**src/rtl/fwd_hazard_ctrl.sv**
```systemverilog
// Decode-stage forwarding select generator and load-use interlock, shadowing EXE/MEM destinations.
// Optional build macro FWD_STATS_EN adds saturating stall_cnt / fwd_cnt statistics outputs.
module fwd_hazard_ctrl #(
    parameter int RA_W   = 5,
    parameter int STAT_W = 32
) (
    input  logic              clock,
    input  logic              reset,
    input  logic              id_valid,
    input  logic [RA_W-1:0]   id_rs,
    input  logic [RA_W-1:0]   id_rt,
    input  logic              id_use_rs,
    input  logic              id_use_rt,
    input  logic [RA_W-1:0]   id_rn,
    input  logic              id_wreg,
    input  logic              id_m2reg,
    input  logic              flush,
    output logic [1:0]        fwda,
    output logic [1:0]        fwdb,
    output logic              stall,
    output logic [RA_W-1:0]   e_rn,
    output logic [RA_W-1:0]   m_rn
`ifdef FWD_STATS_EN
    ,
    output logic [STAT_W-1:0] stall_cnt,
    output logic [STAT_W-1:0] fwd_cnt
`endif
);

    localparam logic [1:0]      SEL_RF      = 2'b00;
    localparam logic [1:0]      SEL_EXE     = 2'b01;
    localparam logic [1:0]      SEL_MEM_ALU = 2'b10;
    localparam logic [1:0]      SEL_MEM_LD  = 2'b11;
    localparam logic [RA_W-1:0] REG_ZERO    = '0;

    if (RA_W < 1 || STAT_W < 1) begin : g_bad_param
        $error("fwd_hazard_ctrl: RA_W and STAT_W must be positive");
    end

    logic            ewreg;
    logic            em2reg;
    logic [RA_W-1:0] ern;
    logic            mwreg;
    logic            mm2reg;
    logic [RA_W-1:0] mrn;
    logic            issue;
    logic            load_hit_rs;
    logic            load_hit_rt;

    // An EXE load has no result yet, so it falls through to the MEM check (and stalls).
    function automatic logic [1:0] pick_src(
        input logic [RA_W-1:0] src,
        input logic            ew,
        input logic            em,
        input logic [RA_W-1:0] er,
        input logic            mw,
        input logic            mm,
        input logic [RA_W-1:0] mr
    );
        logic [1:0] sel;
        sel = SEL_RF;
        if (ew && !em && er != REG_ZERO && er == src) begin
            sel = SEL_EXE;
        end else if (mw && mr != REG_ZERO && mr == src) begin
            sel = mm ? SEL_MEM_LD : SEL_MEM_ALU;
        end
        return sel;
    endfunction

    always_comb begin
        fwda        = pick_src(id_rs, ewreg, em2reg, ern, mwreg, mm2reg, mrn);
        fwdb        = pick_src(id_rt, ewreg, em2reg, ern, mwreg, mm2reg, mrn);
        load_hit_rs = id_use_rs && (ern == id_rs);
        load_hit_rt = id_use_rt && (ern == id_rt);
        stall       = id_valid && ewreg && em2reg && (ern != REG_ZERO)
                      && (load_hit_rs || load_hit_rt);
        issue       = id_valid && !stall && !flush;
    end

    always_ff @(posedge clock) begin
        if (reset) begin
            ewreg  <= 1'b0;
            em2reg <= 1'b0;
            ern    <= '0;
            mwreg  <= 1'b0;
            mm2reg <= 1'b0;
            mrn    <= '0;
        end else begin
            mwreg  <= ewreg;
            mm2reg <= em2reg;
            mrn    <= ern;
            if (issue) begin
                ewreg  <= id_wreg;
                em2reg <= id_m2reg;
                ern    <= id_rn;
            end else begin
                ewreg  <= 1'b0;
                em2reg <= 1'b0;
                ern    <= '0;
            end
        end
    end

    assign e_rn = ern;
    assign m_rn = mrn;

`ifdef FWD_STATS_EN
    logic fwd_event;

    assign fwd_event = id_valid && !stall && (fwda != SEL_RF || fwdb != SEL_RF);

    always_ff @(posedge clock) begin
        if (reset) begin
            stall_cnt <= '0;
            fwd_cnt   <= '0;
        end else begin
            if (stall && stall_cnt != {STAT_W{1'b1}}) begin
                stall_cnt <= stall_cnt + STAT_W'(1);
            end
            if (fwd_event && fwd_cnt != {STAT_W{1'b1}}) begin
                fwd_cnt <= fwd_cnt + STAT_W'(1);
            end
        end
    end
`endif

endmodule
```
**config.mk**
```make
export PLATFORM = sky130hd
export DESIGN_NAME = fwd_hazard_ctrl
export DESIGN_NICKNAME = d
export VERILOG_FILES = /design/src/rtl/fwd_hazard_ctrl.sv
export SDC_FILE = /design/constraint.sdc
export NUM_CORES = 1
export LEC_CHECK = 0
export ABC_AREA = 1
export ABC_CLOCK_PERIOD_IN_PS = 3500
export CAP_MARGIN = 20
export CORE_MARGIN = 4
export CORE_UTILIZATION = 40
export CTS_CLUSTER_DIAMETER = 100
export DETAILED_ROUTE_END_ITERATION = 8
export GPL_TIMING_DRIVEN = 1
export PLACE_DENSITY = 0.86
export SLEW_MARGIN = 20
export SYNTH_ARGS = -nofsm -noshare
export SYNTH_HDL_FRONTEND = slang
export SYNTH_SLANG_ARGS = --single-unit
```
**constraint.sdc**
```tcl
create_clock -name clock -period 3.5 [get_ports clock]
set_clock_uncertainty 0.05 [all_clocks]
set_input_delay 0.35 -clock clock [delete_from_list [all_inputs] [get_ports clock]]
set_output_delay 0.35 -clock clock [all_outputs]
set_load 0.03 [all_outputs]
```
Word level (Yosys, flattened, before mapping):

Cells that the tools add are included.

* eq/ne operators: 4
* mux-type cells: 5
* bitwise gates (word level): 1
* reductions and logical operators: 22

Operators with widths (count)
* $eq 5x5->1: 4
* $logic_and 1x1->1: 15
* $reduce_bool 5->1: 2
* $mux 2: 4
* $logic_not 1->1: 3
* $reduce_or 2->1: 1
* $logic_or 1x1->1: 1
* $mux 1: 1
* $not 1->1: 1

* register bits: 14
* input bits: 23
* output and inout port bits: 15
* logic and storage cells: 38

Depth between registers and ports, before layout:

Gate-level depths: netlist (run 1).

* depth after elaboration: 9
* gate-level depth with buffers: 9

Least setup slack after synthesis (run 1):

OpenSTA, ideal clock, no wires.

* path kind: register -> output
* from: register mrn[0] (netlist: m_rn[0])
* to: output port fwdb[0]
* arrival time: 1.478 ns
* setup slack: 1.622 ns
* cell stages (with the launch flop): 6
* buffers on the path: 0
* cell sequence: dfxtp_1 xnor2_1 nand2_1 nor3_1 nand3_1 o22ai_1

* word-level cells in the longest chain between the ends: 5
* elaborated cells on any way between the ends: 6
* those cells by class: eq/ne (1); mux (2); reduce/logical (3)

Ends and longest elaborated chain
* start: declaration: RTL line 45 `logic [RA_W-1:0] mrn;`
* start signal: assignment: RTL line 91 `mrn <= ern;`
* $reduce_bool 5->1: RTL line 64 `end else if (mw && mr != REG_ZERO && mr == src) begin`
* $logic_and 1x1->1: RTL line 64
* $logic_and 1x1->1 *: RTL line 64
* $mux 2 *: RTL line 64
* $mux 2 *: RTL line 62 `if (ew && !em && er != REG_ZERO && er == src) begin`
* end: declaration: RTL line 19 `output logic [1:0] fwdb,`

Mark *: on every way between the ends. The rest lies on a longest branch, timed or not.

Worst setup path after layout (run 1):

* from: input port id_rt[0]
* to: output port fwdb[0]

* word-level cells in the longest chain between the ends: 4
* elaborated cells on any way between the ends: 6
* those cells by class: eq/ne (2); mux (2); reduce/logical (2)

Ends and longest elaborated chain
* start: declaration: RTL line 11 `input logic [RA_W-1:0] id_rt,`
* $eq 5x5->1: RTL line 64
* $logic_and 1x1->1: RTL line 64
* $mux 2: RTL line 64
* $mux 2 *: RTL line 62

Marks and branches as above.

==> results of run 1 <==
## cells in the final DEF, fill, tap and decap left out, types with 3 or more instances in the layout
cell type,n
inv_2,3
nand2_1,27
inv_1,23
nor2_1,23
nand3_1,5
clkdlybuf4s50_1,37
xor2_1,5
xnor2_1,8
clkbuf_4,3
dfxtp_1,14
## state kept, by name, summed over array words and instances (netlist names)
register,count
em2reg,1
e_rn,5
mwreg,1
mm2reg,1
ewreg,1
m_rn,5
## worst min-delay path, stage by stage (launching register included)
cell and delay [ns]:
dfxtp_1 0.32, inv_1 0.06, nor2_1 0.04
## cell families (layout without fill, tap and decap cells)
kind of cell | Yosys count | in the layout | share of synthesized area
buffers and inverters | 27 | 67 | 0.1297
flip-flops | 14 | 14 | 0.3544
XOR/XNOR | 13 | 13 | 0.1440
AO/OA/AOI/OAI | 4 | 4 | 0.02847
AND/OR/NAND/NOR | 64 | 64 | 0.3434
## routing by layer
metal	wire length (microns)	track usage	up-vias
li1	-	-	442
met1	824	0.1601	386
met2	1175	0.3161	31
met3	113	0.02564	6
met4	64	0.1191	0
met5	0	0	-
## per-stage QoR
stage	hold slack (ns)	util	power [uW]	std cells
2_1_floorplan	0.3516	-	201.2	122
6_report	0.4036	0.6792	351.6	187
3_3_place_gp	0.3563	0.6590	237.7	183
5_1_grt	0.4228	0.6792	367.9	187
4_1_cts	0.4005	0.6792	355.2	187
3_5_place_dp	0.3873	0.6590	240.4	183
## power by group
part / switching [uW] / internal (uW)
logic: 31.5 / 38.6
registers: 3.91 / 163
clock network: 51.7 / 63.3
total: 87.1 / 265
## path summary, 6_finish.rpt
kind | from | endpoint | slack [ns] | cells past startpoint
worst max-delay path | id_rt[0] | fwdb[0] | 0.91 | 8
worst min-delay path | ewreg$_SDFF_PP0_ | mwreg$_SDFF_PP0_ | 0.40 | 2
worst max register to register | e_rn[3]$_SDFF_PP0_ | e_rn[1]$_SDFF_PP0_ | 2.09 | 9
worst min register to register | ewreg$_SDFF_PP0_ | mwreg$_SDFF_PP0_ | 0.40 | 2
## layout make-up
| cell class | instances | area [sq um] |
|---|---|---|
| clock buffers | 4 | 36.28 |
| inverters | 26 | 97.59 |
| flip-flops and latches | 14 | 280.3 |
| fillers | 167 | 578.1 |
| well taps | 25 | 31.28 |
| multi-input cells | 81 | 407.9 |
| repair buffers | 37 | 370.4 |
==> out/results.tsv, run 1 <==
metric	value	unit
outcome	finished clean	
grt_pass1_wl	3.353	mm
drv_slew	0	
cts_max_path_buffers	2	
worstPathRequired	3.10	ns
floorplan.die.width	52.46	microns
design_area	0.001224	sq mm
cts_resized	0	
die_area	0.002752	sq mm
placed_area	0.001187	sq mm
syn_area	790.8	sq um
clk_latency	0.28	ns
ys.flop_type	dfxtp_1	
synth_edf_count	0	
num_vias	865	
max_freq	385.6	MHz
track_usage	0.1672	
period_needed	2.593	ns
synth_top_cell_area_share	0.3544	
synth.most_common_cell	nand2_1	
hold_buffers	0	
finalCritPeriodShare	0.7409	
wl_per_cell	11.64	microns
place_ws	0.8932	ns
ys_seq_area_frac	0.3544	
grt_pass1_vias	828	
dr.pass1.iters	4	
clk_pin_slew_worst_paths	0.08	ns
globalRouteOverflowTotal	0	
drt_wl_total	2.177	mm
gp_congestion	0.8421	
crit_chain	clkdlybuf4s50_1, inv_1, nand2_1, nand2_1, nor2_1, nand3_1, o22ai_1, clkdlybuf4s50_1	
hold_viol	0	
synthToLayoutAreaGrowth	54.75	%
peakVddDrop	0.2550	mV
path_max_fanout	3	
syn_inst	122	
synth_largest_area_cell	dfxtp_1	
synth_common_cells	nand2_1 (27), inv_1 (23), nor2_1 (23)	
ant_nets	0	
startpoint_type	input pin	
ys_ff_latch	14	
initial_utilization	0.4389	
diodes	0	
yosys_warnings	0	
synth_cell_type_count	18	
drive_above_1_share	0.06790	
async_flop_share	0	
die_y	52.46	microns
power_density	287.3	mW/mm^2
setup_slack	0.9069	ns
nets	186	
cts_buffers	3	
ys_top_cells_by_area	dfxtp_1 (35%), nand2_1 (13%), inv_1 (11%)	
grt_setup_unrepaired	no	
io_pins	38	
hp-class	flop to flop	
worstMarginPinSlew	0.3250	ns
coreArea	0.001802	sq mm
critical-path-slowest-cell	clkdlybuf4s50_1	
worstPathArrival	2.19	ns
io_buffers	37	
vias_per_cell	4.626	
cts_setup_buffers	0	
tritoncts	built	
tns	0	ns
end_kind	primary output	
drt-initial-drc-count	15	
postSynthAreaPerCell	6.482	sq um
setup_viol	0	
max_slew_margin	0.7826	
fp-row-count	15	
path_class	input pin to primary output	
grt_max_degree	9	
tritoncts_num_sinks	14	
critical-path-top-delay-family	buffers and inverters	
drc	0	
p_leak	0.0005860	uW
cap_viol_max_count	0	
syn_nets	145	
h-tree-depth	1	
max_stage_delay	0.69	ns
cp_num_buf_inv	3	
hpwlAfterDp	1.858	mm
antenna_found_initial	0	
cts-root-buf	clkbuf_4	
Note: power is estimated with default switching activity, not from simulation.
==> run 2, diff against run 1 <==
- ABC_CLOCK_PERIOD_IN_PS: 3500 -> 2350
- CORE_UTILIZATION: 40 -> 35
- PLACE_DENSITY: 0.86 -> 0.8
- clock period: 3.5 -> 2.35 ns (I/O delays scaled with it)
==> out/results.tsv, run 2 (synthesis gave the netlist of run 1 again) <==
metric	value	unit	change
ant_nets	0		unchanged
path_max_fanout	3		unchanged
drive_above_1_share	0.06790		unchanged
num_vias	848		-2.0%
multi_input_area	407.9	sq um	unchanged
track_usage	0.1433		-0.02382
drt-initial-drc-count	35		+20
worstPathArrival	1.83	ns	-0.36 ns
layout_commonest_cell	clkdlybuf4s50_1		
initial_utilization	0.3835		-0.05539
drt_wl_total	2.059	mm	-5.4%
ff_latch_area	280.3	sq um	unchanged
grt_max_degree	9		unchanged
hold_buffers	0		unchanged
ff2ff_path_depth	9		unchanged
die_area	0.003084	sq mm	+12%
r2r_start	e_rn[0]$_SDFF_PP0_		
tritoncts	built		
gp_congestion	0.8785		+4.3%
placed_area	0.001190	sq mm	+0.21%
power_density	422.0	mW/mm^2	+47%
vias_per_cell	4.487		-3.0%
rrSetupSlack	0.94	ns	-1.15 ns
peakVddDrop	0.2628	mV	+3.1%
grt_pass1_wl	3.525	mm	+5.1%
holdPathEnd	mwreg$_SDFF_PP0_		
grt_pass1_vias	816		-1.4%
cts_max_path_buffers	2		unchanged
clk_pin_slew_worst_paths	0.08	ns	about the same
drc	0		unchanged
worstMarginPinSlew	0.3251	ns	+0.00006628 ns
dr.pass1.iters	4		unchanged
final_cell_mix	clkdlybuf4s50_1 (32), nand2_1 (27), inv_1 (23), nor2_1 (23), dfxtp_1 (14)		
grt_setup_unrepaired	no		
hp-class	flop to flop		
finalCritPeriodShare	0.9000		
drv_slew	0		unchanged
min_path_cells	2		unchanged
setup_slack	0.2350	ns	-0.6720 ns
fp-row-count	16		+1
nets	186		unchanged
antenna_found_initial	0		unchanged
path_class	input pin to primary output		
io_pins	38		unchanged
p_leak	0.0006659	uW	+14%
hold_path_startpoint	ewreg$_SDFF_PP0_		
end_kind	primary output		
setup_viol	0		unchanged
hpwlAfterDp	1.671	mm	-10%
hold_viol	0		unchanged
cap_viol_max_count	0		unchanged
diodes	0		unchanged
outcome	finished clean		
die_y	55.53	microns	+5.9%
startpoint_type	input pin		
clk_latency	0.28	ns	about the same
worstPathRequired	2.07	ns	-1.03 ns
fillerInstances	195		+17%
place_ws	-0.03716	ns	-0.9304 ns
synthToLayoutAreaGrowth	56.17	%	
cts-root-buf	clkbuf_4		
floorplan.die.width	55.53	microns	+5.9%
coreArea	0.002062	sq mm	+14%
io_buffers	37		unchanged
max_slew_margin	0.7829		about the same
tritoncts_num_sinks	14		unchanged
cts_buffers	3		unchanged
period_needed	2.115	ns	
wl_per_cell	10.89	microns	-6.4%
h-tree-depth	1		unchanged
globalRouteOverflowTotal	0		unchanged
max_freq	472.8	MHz	
reg2reg_to	e_rn[1]$_SDFF_PP0_		
design_area	0.001235	sq mm	+0.92%
finalPower	521.1	uW	+48%
run 2: changes by cell type in the layout (fill, tap and decap cells not counted), sizes merged:
| cell | previous run | this run |
|---|---|---|
| dlymetal6s2s | 0 | 4 |
| clkdlybuf4s50 | 37 | 32 |
| dlygate4sd2 | 0 | 1 |
run 2: worst max-delay path by stage:
| stage | cells past startpoint | to | from | slack [ns] |
|---|---|---|---|---|
| after floorplan | 5 | fwdb[0] | m_rn[0]$_SDFF_PP0_ | 0.59 |
| after global placement | 7 | fwda[0] | id_rs[0] | 0.02 |
| after detailed placement | 7 | fwda[0] | id_rs[0] | -0.04 |
| after CTS | 10 | stall | id_rs[0] | 0.003 |
| after global routing | 7 | fwda[0] | e_rn[0]$_SDFF_PP0_ | 0.09 |
| final | 7 | fwda[0] | id_rs[0] | 0.23 |
run 2: per-layer routing:
layer | vias to the layer above | track usage | wire [microns]
met5 | - | 0 | 0
met4 | 0 | 0.1076 | 75
met3 | 6 | 0.03030 | 186
met2 | 46 | 0.2331 | 902
met1 | 355 | 0.1625 | 894
li1 | 441 | - | -
run 2: worst max-delay path, stage by stage:
cell and delay, ns:
clkdlybuf4s50_1 0.52, xnor2_1 0.14, nand2_1 0.08, nor3_1 0.17
nand3_1 0.12, o22ai_1 0.15, dlygate4sd2_1 0.42
run 2: timing repair:
item                                    in CTS  in global routing
endpoints found under the setup margin       1                  4
setup buffers                                0                  0
gates resized for setup                      1                  4
pin swaps                                    0                  0
run 2: report_power, final:
part | leakage [uW] | internal [uW] | switching [uW]
Clock | 0.0000210 | 94.3 | 74.5
Sequential | 0.000114 | 242 | 5.59
Combinational | 0.000531 | 57.5 | 47.0
Total | 0.000666 | 394 | 127
run 2: area by class of cell:
cell class                      count  area share
Multi-Input combinational cell     81      0.3303
Timing Repair Buffer               37      0.3070
Sequential cell                    14      0.2270
Inverter                           26     0.07903
Clock buffer                        4     0.02938
Tap cell                           27     0.02736
run 2: stage by stage:
stage                 util  hold WS [ns]  cells  TNS [ns]
floorplan                -        0.2972    122         0
global placement    0.5771        0.3580    185         0
detailed placement  0.5771        0.3679    185  -0.03716
CTS                 0.5941        0.3808    189         0
global route        0.5989        0.4186    189         0
finish              0.5989        0.3736    189         0
